`src/rtl/cq_pkg.sv`:
```
// Shared helpers for the multi-port circular queue.
// Pointer arithmetic wraps by one conditional subtract, so L need not be a power of two.
package cq_pkg;

    function automatic int cq_wrap_add(input int ptr, input int n, input int l);
        int s;
        s = ptr + n;
        return (s >= l) ? s - l : s;
    endfunction

endpackage

```
`src/rtl/cq_ptr_adv.sv`:
```
// Combinational modular pointer advance: o_ptr = (i_ptr + i_n) mod L, with i_ptr < L and i_n <= L.
module cq_ptr_adv
    import cq_pkg::*;
#(
    parameter int L  = 16,
    parameter int PW = $clog2(L),
    parameter int NW = $clog2(L + 1)
) (
    input  logic [PW-1:0] i_ptr,
    input  logic [NW-1:0] i_n,
    output logic [PW-1:0] o_ptr
);

    assign o_ptr = PW'(cq_wrap_add(int'(i_ptr), int'(i_n), L));

endmodule

```
`src/rtl/multi_port_circular_queue.sv`:
```
// In-order circular queue accepting up to PUSH_W and releasing up to POP_W entries per cycle,
// with all-or-nothing push/pop and a single-cycle flush.
module multi_port_circular_queue
    import cq_pkg::*;
#(
    parameter type T      = logic [31:0],
    parameter int  L      = 16,
    parameter int  PUSH_W = 2,
    parameter int  POP_W  = 2
) (
    input  logic                        clk,
    input  logic                        n_rst,
    input  logic                        i_flush,
    input  logic [$clog2(PUSH_W+1)-1:0] i_push_cnt,
    input  T                            i_in [PUSH_W],
    output logic                        o_push_ok,
    input  logic [$clog2(POP_W+1)-1:0]  i_pop_cnt,
    output logic                        o_pop_ok,
    output T                            o_out [POP_W],
    output logic [POP_W-1:0]            o_out_valid,
    output logic [$clog2(L+1)-1:0]      o_count,
    output logic [$clog2(L+1)-1:0]      o_free,
    output logic                        o_full,
    output logic                        o_empty
);

    localparam int PW = $clog2(L);
    localparam int CW = $clog2(L + 1);

    typedef logic [PW-1:0] ptr_t;
    typedef logic [CW-1:0] cnt_t;

    T     r_mem [L];
    ptr_t r_head;
    ptr_t r_tail;
    cnt_t r_count;

    ptr_t w_head_nxt;
    ptr_t w_tail_nxt;
    cnt_t w_count_nxt;
    ptr_t w_wr_idx [PUSH_W];
    ptr_t w_rd_idx [POP_W];

    cq_ptr_adv #(.L(L), .PW(PW), .NW(CW)) u_tail_adv (
        .i_ptr (r_tail),
        .i_n   (CW'(i_push_cnt)),
        .o_ptr (w_tail_nxt)
    );

    cq_ptr_adv #(.L(L), .PW(PW), .NW(CW)) u_head_adv (
        .i_ptr (r_head),
        .i_n   (CW'(i_pop_cnt)),
        .o_ptr (w_head_nxt)
    );

    for (genvar k = 0; k < PUSH_W; k++) begin : g_wr_lane
        cq_ptr_adv #(.L(L), .PW(PW), .NW(CW)) u_wr_adv (
            .i_ptr (r_tail),
            .i_n   (CW'(k)),
            .o_ptr (w_wr_idx[k])
        );
    end

    for (genvar i = 0; i < POP_W; i++) begin : g_rd_lane
        cq_ptr_adv #(.L(L), .PW(PW), .NW(CW)) u_rd_adv (
            .i_ptr (r_head),
            .i_n   (CW'(i)),
            .o_ptr (w_rd_idx[i])
        );
    end

    // Acceptance uses start-of-cycle state only; a same-cycle pop never makes room for a push.
    assign o_count   = r_count;
    assign o_free    = cnt_t'(L) - r_count;
    assign o_full    = (r_count == cnt_t'(L));
    assign o_empty   = (r_count == '0);
    assign o_push_ok = !i_flush && (int'(i_push_cnt) <= int'(o_free));
    assign o_pop_ok  = !i_flush && (int'(i_pop_cnt) <= int'(r_count));

    assign w_count_nxt = cnt_t'(int'(r_count)
                                + (o_push_ok ? int'(i_push_cnt) : 0)
                                - (o_pop_ok  ? int'(i_pop_cnt)  : 0));

    always_comb begin
        for (int i = 0; i < POP_W; i++) begin
            o_out_valid[i] = (i < int'(r_count));
            o_out[i]       = o_out_valid[i] ? r_mem[w_rd_idx[i]] : '0;
        end
    end

    always_ff @(posedge clk) begin
        if (!n_rst || i_flush) begin
            r_head  <= '0;
            r_tail  <= '0;
            r_count <= '0;
        end else begin
            if (o_push_ok) r_tail <= w_tail_nxt;
            if (o_pop_ok)  r_head <= w_head_nxt;
            r_count <= w_count_nxt;
        end
    end

    // Lane indices within one accepted push are distinct because push_cnt never exceeds free.
    always_ff @(posedge clk) begin
        if (n_rst && o_push_ok) begin
            for (int k = 0; k < PUSH_W; k++) begin
                if (k < int'(i_push_cnt)) r_mem[w_wr_idx[k]] <= i_in[k];
            end
        end
    end

endmodule

```
`config.mk`:
```
export PLATFORM = sky130hd
export DESIGN_NAME = multi_port_circular_queue
export DESIGN_NICKNAME = d
export VERILOG_FILES = /design/src/rtl/cq_pkg.sv /design/src/rtl/cq_ptr_adv.sv /design/src/rtl/multi_port_circular_queue.sv
export SDC_FILE = /design/constraint.sdc
export NUM_CORES = 1
export LEC_CHECK = 0
export CAP_MARGIN = 20
export CORE_MARGIN = 2
export CORE_UTILIZATION = 45
export CTS_CLUSTER_SIZE = 20
export DETAILED_ROUTE_END_ITERATION = 7
export GPL_TIMING_DRIVEN = 0
export HOLD_SLACK_MARGIN = 0.1
export PLACE_DENSITY_LB_ADDON = 0.1
export SLEW_MARGIN = 30
export SYNTH_ARGS = -nofsm -noshare
export SYNTH_HDL_FRONTEND = slang
export SYNTH_HIERARCHICAL = 1
export SYNTH_SLANG_ARGS = --single-unit
```
`constraint.sdc`:
```
create_clock -name clk -period 6.4 [get_ports clk]
set_input_delay 1.28 -clock clk [delete_from_list [all_inputs] [get_ports clk]]
set_output_delay 1.28 -clock clk [all_outputs]
set_load 0.02 [all_outputs]
```
======== After elaboration in Yosys (flattened, before gate mapping) ========
Memories as Yosys holds them, arrays and structs flattened.
Cells that the tools add are included.
word-level totals
  RAM bits ................................ 512
  word-level logic and storage cells ...... 53
  bits in registers ....................... 13
  memories kept ........................... 1
cells by class
  multiplexer cells ....................... 16
  add/sub/neg operators ................... 13
  reductions and logical operators ........ 7
  equal/unequal tests ..................... 1
  order comparisons ....................... 12
memory list
  memory  depth  width  rd ports  clocked after Yosys merged registers in  wr ports  line                             text
  r_mem   16     32     2         0                                        2         multi_port_circular_queue.sv:33  T r_mem [L];
operator list
  cell                                                                   number
  32-bit two-way mux                                                     2
  4-bit two-way mux                                                      6
  4-bit by 1-bit subtractor with 4-bit output, second input constant     6
  5-bit >= comparator, second input constant                             4
  4-bit by 1-bit adder with 5-bit output, second input constant          2
  4-bit by 2-bit adder with 5-bit output                                 2
  4-bit by 5-bit >= comparator with 1-bit output, second input constant  2
  2-bit by 5-bit less-or-equal comparator with 1-bit output              2
  1-bit by 5-bit < comparator with 1-bit output, first input constant    2
  1-bit two-way mux                                                      6
  5-bit by 2-bit adder with 5-bit output                                 1
  5-bit equality test, second input constant                             1
  5-bit zero test                                                        1
  5-bit by 2-bit subtractor with 5-bit output                            1
  5-bit subtractor, first input constant                                 1
  1-bit by 2-bit < comparator with 1-bit output, first input constant    2
  2-bit two-way mux                                                      2
  1-bit logical AND                                                      3
  1-bit zero test                                                        2
  1-bit logical OR                                                       1

======== Logic depth before layout (Yosys ltp) ========
  word-level depth ........................ 6
  mapped depth ............................ 17
  depth with buffers taken out ............ 16

======== Hierarchy ========
Netlist, hierarchy kept.
modules (own cells, without submodules)
  module                     area an instance (um2)  cells each  seq. area each (um2)  times used
  multi_port_circular_queue  31,565.3                1,833       15,635.0              1
  cq_ptr_adv                 100.1                   9           0.0                   6

======== Worst setup path after synthesis ========
Ideal clock, no wire load.
  kind .................................... input -> register
  start ................................... input port i_push_cnt[1]
  end ..................................... memory r_mem[4][0] (netlist name) (enable)
  slack ................................... -12 ps
  path buffers ............................ 2
  cell stages on the path ................. 7
  arrival ................................. 5,901 ps
  required time ........................... 5,889 ps
  cell sequence ........................... ha_1 and2b_2 o221ai_4 clkbuf_8 nor2_1 buf_6 o41ai_1
RTL lines
  element      line                             text
  from (decl)  multi_port_circular_queue.sv:14  input logic [$clog2(PUSH_W+1)-1:0] i_push_cnt,
  to (decl)    multi_port_circular_queue.sv:33

==> summary.md <==
| Metric | Value |
|---|---|
| Final Instance Area | `37900 um^2` |
| DRC viols | `0` |
| Reg2Reg Capture Point | `r_mem[6][17]$_DFFE_PP_` |
| Top FF cell, synth | `edfxtp_1` |
| GR Layer Usage met1 | `37.7%` |
| Logic pwr share | `46.4%` |
| Slowest Stage Delay on Critical Path | `0.82 ns` |
| Initial Util | `45.2%` |
| Die Ht | `between 200 and 300 um` |
| Worst r2r path cells | `15` |
| Post-synthesis sequential area ratio | `48.6%` |
| Worst setup SP type | `flip-flop` |
| Post-CTS Repair Setup Buffers | `0` |
| Hold buffers post-CTS | `0` |
| Fin Hold WS | `0.543 ns` |
| Detailed placement HPWL | `75000 um` |
| Worst Setup End Kind | `output pin` |
| Hold Path Stages | `2` |
| Relative slew margins | `28.3%` |
| Post-Syn Instances | `1887` |
| I/O pins | `151` |
| Largest net degree at the start of global routing | `16` |
| Max_cap viols | `0` |
| Endpoints failing hold | `0` |
| CP max FO | `10` |
| Cell Area, Placed | `36000 um^2` |
| Die width | `271 um` |
| Vias per inst | `6.25` |
| CTS max path bufs | `3` |
| Busiest layer in global routing | `met2` |
| EDFF count, synth | `512` |
| NetSw | `5.28 mW` |
| Final WL | `104000 um` |
| Grt met2 use | `46.7%` |
| Final setup violation count | `0` |
| Clock Latency Late Sink | `0.64 ns` |
| VDD IR max | `~250 uV` |
| Worst-path clk slew | `~0.06 ns` |
| Critical path's slowest cell | `clkbuf_1` |
| CP Class | `reg2out` |
| Slew Limit Fails | `0` |
| Number of synthesized register bits | `525` |
| Int Power | `8.56 mW` |
| Diode count | `0` |
| Final min period | `6.21 ns` |
| Commonest non-fill, non-tap cell in the layout | `edfxtp_1` |
| Clock power frac | `24.1%` |
| Clk sinks | `between 500 and 600` |
| Iteration-0 DRC Markers | `2303` |
| Wire per inst | `32.2 um` |
| Worst Path Required | `5.12 ns` |
| Area Growth Syn to Fin | `17.7%` |
| HP Class | `reg2reg` |
| Max Clock Freq | `between 150 and 200 MHz` |
| Final core utilization | `53.2%` |
| First-pass GRT wire length | `149000 um` |
| PortBufs | `150` |
| M3 GR Usage | `6.08%` |
| Post-synth cell types | `52` |
| Max H-tree Level | `2` |
| Ys Warns | `6` |
| Hold path start | `r_tail[3]$_SDFFE_PP0N_` |
| RSZ-0062 raised after global routing | `false` |
| Fin Clk Skew | `0.0231 ns` |
| Slew @ Worst Pin | `1.07 ns` |
| Worst hold endpoint | `r_tail[3]$_SDFFE_PP0N_` |
| Post-Syn Area | `32200 um^2` |
| Leakage power | `roughly 14 nW` |
| Final Net Count | `2356` |
| Crit-path cells | `ha_1 > fa_1 > clkbuf_1 > clkbuf_1 > mux4_2 > mux2i_1 > o22ai_1 > clkdlybuf4s50_1` |
| Crit path DAT | `4.93 ns` |
| Worst r2r src | `o_count[0]$_SDFF_PP0_` |
| DIE AREA | `73600 um^2` |
| Final setup TNS | `0 ns` |
| Row count | `98` |
| Net Sw Frac | `between 30% and 40%` |
| CTS Buf Count | `60` |
| Ratio of cells with drive above 1 in the final layout | `48.4%` |
| Status | `complete, no violations` |
| Ys async rst share | `0%` |
| Placer Congestion | `between 0.8 and 0.9` |
| PostCTS Resize Cnt | `0` |
| Detail Route Antenna Nets | `0` |
| Most frequent cells in the layout | `512 x edfxtp_1, 427 x mux2_2, 256 x mux4_2` |
| CTS tree | `done` |
| Mean Syn Cell Area | `~17 um^2` |
| Total track usage | `28.4%` |
| Sequential power share | `29.6%` |
| Placed cells | `between 3000 and 4000` |
| Final period util | `97.0%` |
| R2R Setup Slk | `1.65 ns` |
| Global route total overflow | `0` |
| Total number of vias | `around 20000` |
| PD cells | `366 nW/um^2` |
| Vias in the first global route | `21252` |
| Drt pass-1 iters | `6` |
| Most common cell on crit path | `clkbuf_1` |
| Non-filler instance count after layout | `3241` |
| Core region area | `around 70000 um^2` |
| Initial antenna violation count | `1` |
| Root Driver | `clkbuf_16` |
[critical path, delay by kind of cell (launching register included)]
kind / cells / cell delay, ns
buffers and inverters: 3 / 2.20
adder cells (fa/ha/maj): 2 / 0.76
multiplexers: 2 / 0.50
AO/OA/AOI/OAI: 1 / 0.45
flip-flops: 1 / 0.36
[metal layers]
layer  wire (um)  vias up
met1       42200    10609
met4        3560        0
met5           0        -
met3        8790      172
met2       50000      983
li1            -     8482
[how the worst max path moves through the flow]
stage,start,to,slack [ns]
floorplan,i_push_cnt[1],r_mem[4][0]$_DFFE_PP_,-0.01
global placement,i_push_cnt[1],r_mem[4][19]$_DFFE_PP_,-6.30
global route,r_head[0]$_SDFFE_PP0N_,o_out[4],0.10
CTS,r_head[0]$_SDFFE_PP0N_,o_out[0],0.21
finish,r_head[0]$_SDFFE_PP0N_,o_out[4],0.19
detailed placement,i_push_cnt[1],o_push_ok,0.74
[logic make-up after synthesis]
family	share of synthesized area, %
flops	48.6
mux	40.8
simple gates	0.961
xor+xnor	0.622
compound gates	3.55
other cells	0.0233
fa+ha+maj	1.74
buf+inv	3.68
[synth_stat cells, types with 12 or more instances]
master	instances	area [um^2]
buf_4	20	150
clkbuf_1	104	390
mux2_2	427	4810
mux2_1	12	135
buf_2	32	160
mux2i_1	132	1320
mux4_2	256	5770
mux2_4	73	1100
xor2_1	13	114
ha_1	32	400
inv_1	14	52.6
buf_1	18	67.6
buf_6	29	327
o22ai_1	64	400
edfxtp_1	512	15400
dfxtp_1	13	260
[flip-flops by register name (all words and copies together) (netlist names)]
register	count
o_count	5
r_head	4
r_mem	512
r_tail	4
[area by class of cell]
type	instances	area, um^2
fillers	5831	33200
flip-flops and latches	525	15600
multi-input cells	1164	15600
repair buffers	274	2430
clock buffers	76	1580
well taps	950	1190
plain buffers	205	1160
clock inverters	32	254
inverters	15	56.3
[power by group through the flow]
stage | clock network [mW] | registers (mW) | logic [mW]
4_1_cts | 3.37 | 4.09 | 6.42
2_1_floorplan | 0 | 4.16 | 3.81
6_report | 3.33 | 4.09 | 6.42
5_1_grt | 3.50 | 4.11 | 6.70
3_3_place_gp | 0 | 4.20 | 6.24
3_5_place_dp | 0 | 4.16 | 6.40
[stage by stage]
stage	setup slack [ns]	power, mW
final	0.194	13.8
after global routing	0.101	14.3
after CTS	0.206	13.9
after detailed placement	0.741	10.6
after global placement	-6.30	10.4
after floorplan	-0.0116	7.97
Note: power is estimated with default switching activity, not from simulation.
==> variant: new RTL, same settings <==
`L` is set to 16 in 2 places; all go to 8.
--- a/src/rtl/cq_ptr_adv.sv
+++ b/src/rtl/cq_ptr_adv.sv
@@ -2,7 +2,7 @@
 module cq_ptr_adv
     import cq_pkg::*;
 #(
-    parameter int L  = 16,
+    parameter int L  = 8,
     parameter int PW = $clog2(L),
     parameter int NW = $clog2(L + 1)
 ) (
--- a/src/rtl/multi_port_circular_queue.sv
+++ b/src/rtl/multi_port_circular_queue.sv
@@ -4,7 +4,7 @@
     import cq_pkg::*;
 #(
     parameter type T      = logic [31:0],
-    parameter int  L      = 16,
+    parameter int  L      = 8,
     parameter int  PUSH_W = 2,
     parameter int  POP_W  = 2
 ) (
Ports: changed (resized o_count and o_free); port bits go from 151 to 149. No check against the original RTL was run, so the function may have changed too.
==> variant against the original RTL <==
Wire length shrank 57%. Sequential power is 48% lower. Setup slack improved by 0.36 ns. Clock skew decreased by 0.0086 ns. Total power decreased by 48%. Final area down 47%. Sequential cell count down 259. Synthesized area fell by 50%.
==> variant: results (changes against the original RTL) <==
metric;value;unit;change
largest_register_ff_count;256;;was 512
grt_pass1_vias;10610;;was 21,250
nNetsFinal;1287;;was 2,356
io_buffer_count;148;;was 150
pre_cts_slack;0.5192;ns;was 0.7411 ns
p_switching;2.554;mW;was 5.285 mW
placed_cells_incl_taps;1619;;was 3,132
hpwl;29760;µm;was 75,000 µm
static-leakage-power;7.025;nW;was 13.55 nW
cp.arrival;4.56;ns;was 4.93 ns
antenna_found_initial;0;;was 1
yosys-mux-area-fraction;40.41;%;was 40.81%
edff_count_synth;256;;was 512
clock_tree.htree_level_count;1;;was 2
grt_first_pass_wirelength;67710;µm;was 148,700 µm
netlist_instances;980;;was 1,887
synthTopCellsByCount;sky130_fd_sc_hd__edfxtp_1, sky130_fd_sc_hd__mux2_1, sky130_fd_sc_hd__mux4_2;;was sky130_fd_sc_hd__edfxtp_1, sky130_fd_sc_hd__mux2_2, sky130_fd_sc_hd__mux4_2
grt_use_total;24.23;%;was 28.37%
status;completed;;unchanged
clkLatencyLatePin;0.55;ns;was 0.64 ns
area_share_of_xor_xnor_cells_in_the_synthesized_design;1.096;%;was 0.6224%
timing.max_slew.rel_slack;33.99;%;was 28.34%
post_drt_via_cell_ratio;5.939;;was 6.247
complex_gate_fraction_of_the_synthesized_area;1.683;%;was 3.551%
fill_cells;2881;;was 5,831
fin_cells;1677;;was 3,241
vdd.ir_drop.worst;0.0003020;V;was 0.0002522 V
first_iter_violations;807;;was 2,303
yosys.cell_types.count;44;;was 52
-- variant: cell types whose count changed after synthesis, moves of 13 or more --
cell                       delta
sky130_fd_sc_hd__mux4_2     -128
sky130_fd_sc_hd__mux2_4      -43
sky130_fd_sc_hd__clkbuf_1    -81
sky130_fd_sc_hd__o22ai_1     -64
sky130_fd_sc_hd__mux2_2     -390
sky130_fd_sc_hd__xor2_1      -13
sky130_fd_sc_hd__edfxtp_1   -256
sky130_fd_sc_hd__buf_2       -14
sky130_fd_sc_hd__buf_6       -26
sky130_fd_sc_hd__ha_1        -15
sky130_fd_sc_hd__mux2i_1     -65
sky130_fd_sc_hd__nor2_1      +70
sky130_fd_sc_hd__mux2_1     +177
-- variant: cell families (layout without fill, tap and decap cells) --
logic type                 Yosys count  after routing
DFF                                266            266
AOI/OAI and AO/OA                   28             28
other                                2             15
muxes                              451            451
adders and majority gates           25             25
and+or+nand+nor                    110            110
buffers and inverters               88            311
xor gates and xnor gates            10             10
-- variant: per-layer routing --
| layer | part of all wire, % | global-route usage, % | up-vias |
|---|---|---|---|
| li1 | - | - | 4385 |
| met1 | 42 | 32.93 | 5170 |
| met2 | 50 | 41.55 | 355 |
| met3 | 6.4 | 3.757 | 50 |
| met4 | 1.4 | 4.806 | 0 |
| met5 | 0 | 0 | - |
-- variant: final cells by class --
class / instances / area (µm²) / share of cell area (%)
Clock inverter: 25 / 325.3 / 1.633
Multi-Input combinational cell: 638 / 7979 / 40.05
Inverter: 15 / 56.30 / 0.2826
Sequential cell: 266 / 7888 / 39.59
Clock buffer: 32 / 779.5 / 3.913
Timing Repair Buffer: 166 / 1916 / 9.616
Buffer: 73 / 399.1 / 2.004
Tap cell: 461 / 576.8 / 2.895
Antenna cell: 1 / 2.502 / 0.01256
-- variant: final timing paths --
| path | start | slack, ns | end | cells after the start |
|---|---|---|---|---|
| max | i_push_cnt[1] | 0.56 | o_push_ok | 9 |
| min | r_tail[0]$_SDFFE_PP0N_ | 0.52 | r_tail[0]$_SDFFE_PP0N_ | 2 |
| max reg2reg | o_count[0]$_SDFF_PP0_ | 2.15 | o_count[1]$_SDFF_PP0_ | 15 |
| min reg2reg | r_tail[0]$_SDFFE_PP0N_ | 0.52 | r_tail[0]$_SDFFE_PP0N_ | 2 |
-- variant: power groups by stage --
stage / Sequential, mW / Clock (mW) / Combinational [mW]
after global placement: 2.17 / 0 / 3.07
after global routing: 2.14 / 2.02 / 3.36
after detailed placement: 2.16 / 0 / 3.18
after CTS: 2.12 / 1.95 / 3.19
after floorplan: 2.16 / 0 / 1.83
final: 2.12 / 1.92 / 3.16
-- variant: worst max-delay path: cells and delay by family --
kind	cells	cell delay (ns)
AOI/OAI and AO/OA	1	0.41
buffers and inverters	4	2.15
adders and majority gates	1	0.39
and+or+nand+nor	3	0.33
